File: config.mk
export PLATFORM = sky130hd
export DESIGN_NAME = mem_initiator
export DESIGN_NICKNAME = d
export VERILOG_FILES = /design/src/rtl/mem_initiator_pkg.sv /design/src/rtl/mem_initiator_sat_ctr.sv /design/src/rtl/mem_initiator.sv
export SDC_FILE = /design/constraint.sdc
export NUM_CORES = 1
export LEC_CHECK = 0
export ABC_AREA = 1
export BUFFER_PORTS_ARGS = -buffer_cell sky130_fd_sc_hd__buf_2
export CAP_MARGIN = 20
export CORE_MARGIN = 4
export CORE_UTILIZATION = 42
export DETAILED_ROUTE_END_ITERATION = 8
export GPL_TIMING_DRIVEN = 0
export PLACE_DENSITY = 0.75
export SYNTH_ARGS = -nofsm -noshare
export SYNTH_HDL_FRONTEND = slang
export SYNTH_SLANG_ARGS = --single-unit
export TNS_END_PERCENT = 100
File: constraint.sdc
create_clock -name clk -period 1.2 [get_ports clk]
set_input_delay 0.12 -clock clk [delete_from_list [all_inputs] [get_ports clk]]
set_output_delay 0.12 -clock clk [all_outputs]
set_load 0.02 [all_outputs]
File: src/rtl/mem_initiator_pkg.sv
// Shared types and constants for the MU0 memory-bus initiator and its benches.
// IDLE/ACCESS/RESP encodings are fixed so traces stay readable across builds.
package mem_initiator_pkg;

  typedef enum logic [1:0] {
    IDLE   = 2'd0,
    ACCESS = 2'd1,
    RESP   = 2'd2
  } state_e;

  // What the memory drives on dataOut when it is not serving a read.
  localparam logic [15:0] MEM_IDLE_PATTERN = 16'hBFBF;
  localparam logic [15:0] WR_RSP_DATA      = 16'h0000;
  localparam int          WAIT_W           = 4;

endpackage

File: src/rtl/mem_initiator_sat_ctr.sv
// 16-bit event counter that sticks at all-ones; a clear beats a same-cycle increment.
module mem_initiator_sat_ctr (
  input  logic        clk,
  input  logic        rst_n,
  input  logic        clr_i,
  input  logic        inc_i,
  output logic [15:0] count_o
);

  logic [15:0] count_q;

  always_ff @(posedge clk or negedge rst_n) begin
    if (!rst_n) begin
      count_q <= '0;
    end else if (clr_i) begin
      count_q <= '0;
    end else if (inc_i && (count_q != 16'hFFFF)) begin
      count_q <= count_q + 16'd1;
    end
  end

  assign count_o = count_q;

endmodule

File: src/rtl/mem_initiator.sv
// MU0 memory-bus master: one request -> one memRq burst of 1+WAIT_CYCLES cycles -> one response.
// Response held until rsp_ready; MEM_INITIATOR_STATS_EN adds saturating read/write counters.
module mem_initiator
  import mem_initiator_pkg::*;
#(
  parameter int ADDR_W      = 16,
  parameter int DATA_W      = 16,
  parameter int WAIT_CYCLES = 0
) (
  input  logic              clk,
  input  logic              rst_n,
  input  logic              req_valid,
  output logic              req_ready,
  input  logic              req_write,
  input  logic [ADDR_W-1:0] req_addr,
  input  logic [DATA_W-1:0] req_wdata,
  output logic              rsp_valid,
  input  logic              rsp_ready,
  output logic [DATA_W-1:0] rsp_rdata,
  output logic              memRq,
  output logic              readNotWrite,
  output logic [ADDR_W-1:0] mem_addr,
  output logic [DATA_W-1:0] mem_wdata,
  input  logic [DATA_W-1:0] mem_rdata
`ifdef MEM_INITIATOR_STATS_EN
  ,
  input  logic              stats_clr,
  output logic [15:0]       rd_count,
  output logic [15:0]       wr_count
`endif
);

  localparam logic [WAIT_W-1:0] WAIT_INIT = WAIT_W'(WAIT_CYCLES);

  state_e              state_q;
  logic [WAIT_W-1:0]   cnt_q;
  logic                mem_rq_q;
  logic                rnw_q;
  logic [ADDR_W-1:0]   addr_q;
  logic [DATA_W-1:0]   wdata_q;
  logic                rsp_vld_q;
  logic [DATA_W-1:0]   rdata_q;
  logic [DATA_W-1:0]   rdata_d;
  logic                access_done;

  assign access_done = (state_q == ACCESS) && (cnt_q == '0);
  assign rdata_d     = rnw_q ? mem_rdata : DATA_W'(WR_RSP_DATA);

  // All memory-side outputs come straight from flops, so readNotWrite cannot
  // glitch while memRq is high and everything drops together on leaving ACCESS.
  always_ff @(posedge clk or negedge rst_n) begin
    if (!rst_n) begin
      state_q   <= IDLE;
      cnt_q     <= '0;
      mem_rq_q  <= 1'b0;
      rnw_q     <= 1'b1;
      addr_q    <= '0;
      wdata_q   <= '0;
      rsp_vld_q <= 1'b0;
      rdata_q   <= '0;
    end else begin
      case (state_q)
        IDLE: begin
          if (req_valid) begin
            state_q  <= ACCESS;
            cnt_q    <= WAIT_INIT;
            mem_rq_q <= 1'b1;
            rnw_q    <= ~req_write;
            addr_q   <= req_addr;
            wdata_q  <= req_wdata;
          end
        end
        ACCESS: begin
          if (cnt_q == '0) begin
            state_q   <= RESP;
            mem_rq_q  <= 1'b0;
            rnw_q     <= 1'b1;
            addr_q    <= '0;
            wdata_q   <= '0;
            rsp_vld_q <= 1'b1;
            rdata_q   <= rdata_d;
          end else begin
            cnt_q <= cnt_q - 1'b1;
          end
        end
        RESP: begin
          if (rsp_ready) begin
            state_q   <= IDLE;
            rsp_vld_q <= 1'b0;
          end
        end
        default: begin
          state_q <= IDLE;
        end
      endcase
    end
  end

  assign req_ready    = (state_q == IDLE);
  assign rsp_valid    = rsp_vld_q;
  assign rsp_rdata    = rdata_q;
  assign memRq        = mem_rq_q;
  assign readNotWrite = rnw_q;
  assign mem_addr     = addr_q;
  assign mem_wdata    = wdata_q;

`ifdef MEM_INITIATOR_STATS_EN
  mem_initiator_sat_ctr u_rd_ctr (
    .clk     (clk),
    .rst_n   (rst_n),
    .clr_i   (stats_clr),
    .inc_i   (access_done && rnw_q),
    .count_o (rd_count)
  );

  mem_initiator_sat_ctr u_wr_ctr (
    .clk     (clk),
    .rst_n   (rst_n),
    .clr_i   (stats_clr),
    .inc_i   (access_done && !rnw_q),
    .count_o (wr_count)
  );
`endif

endmodule
==> results.tsv <==
stage	metric	value	unit
sta	Setup TNS	-4.25	ns
sta	worst setup margin	-0.116	ns
floorplan	core area	5470	µm²
worst_setup_path	startpoint types	register	
finish	Nets	469	
worst_setup_path	Critical R2R Launch	cnt_q[0]$_DFFE_PN0P_	
synthesis	Synth Register Bits	57	
sta	Slew Limit Fails	0	
finish	final core occ	0.697	
clocking	Clock Latency Late Sink	0.32	ns
global_routing	vias in the first global route	2264	
sta	Tcrit/Tclk final	1.10	
run_status	failing checks	setup timing	
global_routing	overflow left after global routing	0	
sta	worst-margin pin slew	0.660	ns
worst_setup_path	worst setup path class	register to register	
clocking	CTS Buf Count	9	
place	DP Area	3020	µm²
pwr	pwr dens	2720	nW/µm²
global_routing	pin count of the biggest net entering global routing	31	
sta	Setup Skew	0.00839	ns
worst_hold_path	min-delay worst type	input port to register	
worst_setup_path	crit-path max FO	7	
finish	Finished Cell Area	3820	µm²
sta	Max Freq	760	MHz
worst_setup_path	reg2reg path depth	8	
clocking	CTS tree	built	
sta	fin crit period	1.32	ns
floorplan	full die area	6890	µm²
sta	final setup violation count	47	
place	Placement Setup Slack	-0.208	ns
worst_setup_path	worst flop-to-flop path endpoint	mem_wdata[8]$_DFFE_PN0P_	
worst_setup_path	Req. time, crit path	1.41	ns
detailed_routing	Via density	4.68	
synthesis	Avg Inst Size Synth	9.27	µm²
floorplan	initial core utilization	0.432	
synthesis	synthesized area	2360	µm²
pwr	LEAKAGE	2.14	nW
place	routability-driven placement congestion ratio	0.806	
detailed_routing	DRT Wirelength	6490	µm
detailed_routing	DRT iter0 DRCs	79	
worst_setup_path	R2R Setup Slk	-0.12	ns
place	port bufs	104	
place	hpwl dp	3930	µm
worst_hold_path	Worst Hold Depth	3	
clocking	H-tree Lvls	3	
floorplan	Die H	83.0	µm
clocking	root buf cell	clkbuf_8	
clocking	Worst-path clk slew	0.06	ns
worst_setup_path	CP arrival	1.53	ns
detailed_routing	residual DRC count	0	
detailed_routing	Detailed Routing Iterations Pass 1	4	
run_status	status	finished, violations left	
sta	headroom to the max-slew limit	0.560	
pwr	Worst IR Drop VDD	1.23	mV
global_routing	initial antenna violation count	0	
global_routing	first-pass GRT wire length	10700	µm
finish	layout cells sized above 1	0.488	
clocking	CTS sink cnt	57	
synthesis	yosys warns	0	
detailed_routing	post-route ant nets	0	
floorplan	FP Rows	27	
worst_hold_path	min-delay src	req_addr[9]	
synthesis	Seq/Total Area, Yosys	0.604	
finish	filler instances	422	
flow_run	maxcap violations	0	
sta	RSZ-0062 raised after global routing	yes	
synthesis	Mapped Cells	255	
synthesis	syn_nets	310	
sta	Fin. Hold Viols	0	
synthesis	post-synth cell types	22	
global_routing	GRT Util Overall	0.190	
finish	Layout area overhead	61.5	%
worst_hold_path	hold path endpoint	mem_addr[9]$_DFFE_PN0P_	
worst_setup_path	Setup crit end kind	register	
finish	# diodes	0	
floorplan	die span in x	83.0	µm
clocking	buffer depth of the longest clock path	2	
pwr	Power Total	10.4	mW
detailed_routing	DR WL/cell	13.3	µm
detailed_routing	Vias	2294	
floorplan	Top-Level Pins	105	
-- cell usage in the layout, fill, tap and decap left out --
cell and count:
buf_2 106, a21boi_0 1, dfstp_2 1, nand2_2 36, buf_8 1, inv_6 1
nand4_1 1, inv_1 2, buf_4 10, ha_4 2, nand2_1 96, nor2_4 1
dlygate4sd3_1 31, buf_12 3, nand2_4 10, clkbuf_1 1, nand3_1 17, bufinv_16 1
buf_6 6, clkbuf_8 11, dfrtp_1 55, inv_2 4, clkbuf_16 1, nor2_2 2
nor2_8 2, xor2_1 1, clkinv_2 2, dfrtp_2 1, nor2_1 5, o31ai_1 1
o21ai_0 1, nand3_2 2, o21ai_1 2, inv_4 1
-- worst max path at each step --
stage                              start                        end  cells past startpoint
floorplan           cnt_q[0]$_DFFE_PN0P_   mem_addr[15]$_DFFE_PN0P_                      8
global placement    cnt_q[0]$_DFFE_PN0P_          memRq$_DFFE_PN0P_                      8
detailed placement  cnt_q[0]$_DFFE_PN0P_          memRq$_DFFE_PN0P_                      8
CTS                 cnt_q[0]$_DFFE_PN0P_  mem_wdata[10]$_DFFE_PN0P_                      8
global route        cnt_q[0]$_DFFE_PN0P_   rsp_rdata[0]$_DFFE_PN0P_                      8
finish              cnt_q[0]$_DFFE_PN0P_   mem_wdata[8]$_DFFE_PN0P_                      8
-- registers in the layout, summed over array words and instances (netlist names) --
register	count
rsp_valid	1
mem_addr	16
cnt_q	4
mem_wdata	16
readNotWrite	1
memRq	1
rsp_rdata	16
state_q	2
-- critical path, cell delays in order (launching register included) --
cell and delay (ns):
dfrtp_1 0.39, inv_2 0.08, ha_4 0.13, nand2_4 0.07, nor2_8 0.19, nor2_8 0.08, clkbuf_16 0.17, nand2_2 0.05
nand2_1 0.04
-- through the flow --
step	instances	hold slack [ns]
after floorplan	255	-0.176
after global placement	431	0.314
after detailed placement	432	0.178
after CTS	487	0.00128
after global routing	490	0.0148
final	490	0.0142
-- timing repair --
action                                  in CTS  in global routing
hold buffers                                31                  0
cloned                                       2                  1
buffers inserted                             7                  3
pin swaps                                    7                  4
endpoints found under the setup margin      55                 57
hold endpoints to repair                    57                  0
resized for setup                           25                 38
-- layer usage --
metal	track usage	share of wire
met5	0	0
met1	0.238	0.41
met4	0.0892	0.022
met2	0.304	0.50
met3	0.0526	0.069
-- power by group --
| group | switching, mW | internal [mW] | total (mW) | leakage, nW |
|---|---|---|---|---|
| clock | 0.698 | 1.05 | 1.75 | 0.102 |
| combinational | 3.17 | 2.13 | 5.30 | 1.32 |
| sequential | 0.577 | 2.77 | 3.35 | 0.717 |
| total | 4.44 | 5.95 | 10.4 | 2.14 |
-- cells by family after synthesis --
kind of cell             after synthesis  share of synthesized area
AND/OR/NAND/NOR                      172                      0.317
flip-flops                            57                      0.604
AO/OA/AOI/OAI                          5                     0.0127
adder cells (fa/ha/maj)                2                     0.0106
buffers and inverters                 18                     0.0519
XOR/XNOR                               1                    0.00371
-- area by class of cell --
cell class / instances / area, µm² / share of cell area
timing repair buffer: 148 / 985 / 0.258
tap: 72 / 90.1 / 0.0236
sequential: 57 / 1430 / 0.374
multi-input combinational: 180 / 981 / 0.257
buffer: 10 / 98.8 / 0.0259
inverter: 8 / 37.5 / 0.00984
clock inverter: 3 / 40.0 / 0.0105
clock buffer: 12 / 155 / 0.0407
-- synthesized netlist by cell type --
cell type,count,share of area
nand2_2,11,0.029
nor2_1,7,0.011
buf_1,1,0.0016
buf_2,3,0.0064
a21boi_0,1,0.0032
dfstp_2,1,0.011
xor2_1,1,0.0037
dfrtp_1,56,0.59
inv_4,2,0.0053
o21ai_0,3,0.0064
nand2_1,129,0.20
o31ai_1,1,0.0032
buf_6,4,0.019
nand3_1,19,0.040
nor2_8,2,0.017
nand4_1,1,0.0026
ha_1,2,0.011
nor2_2,1,0.0026
clkbuf_1,1,0.0016
buf_12,1,0.0085
inv_1,6,0.0095
nand2_4,2,0.0095
Power figures use the tool's default switching activity.
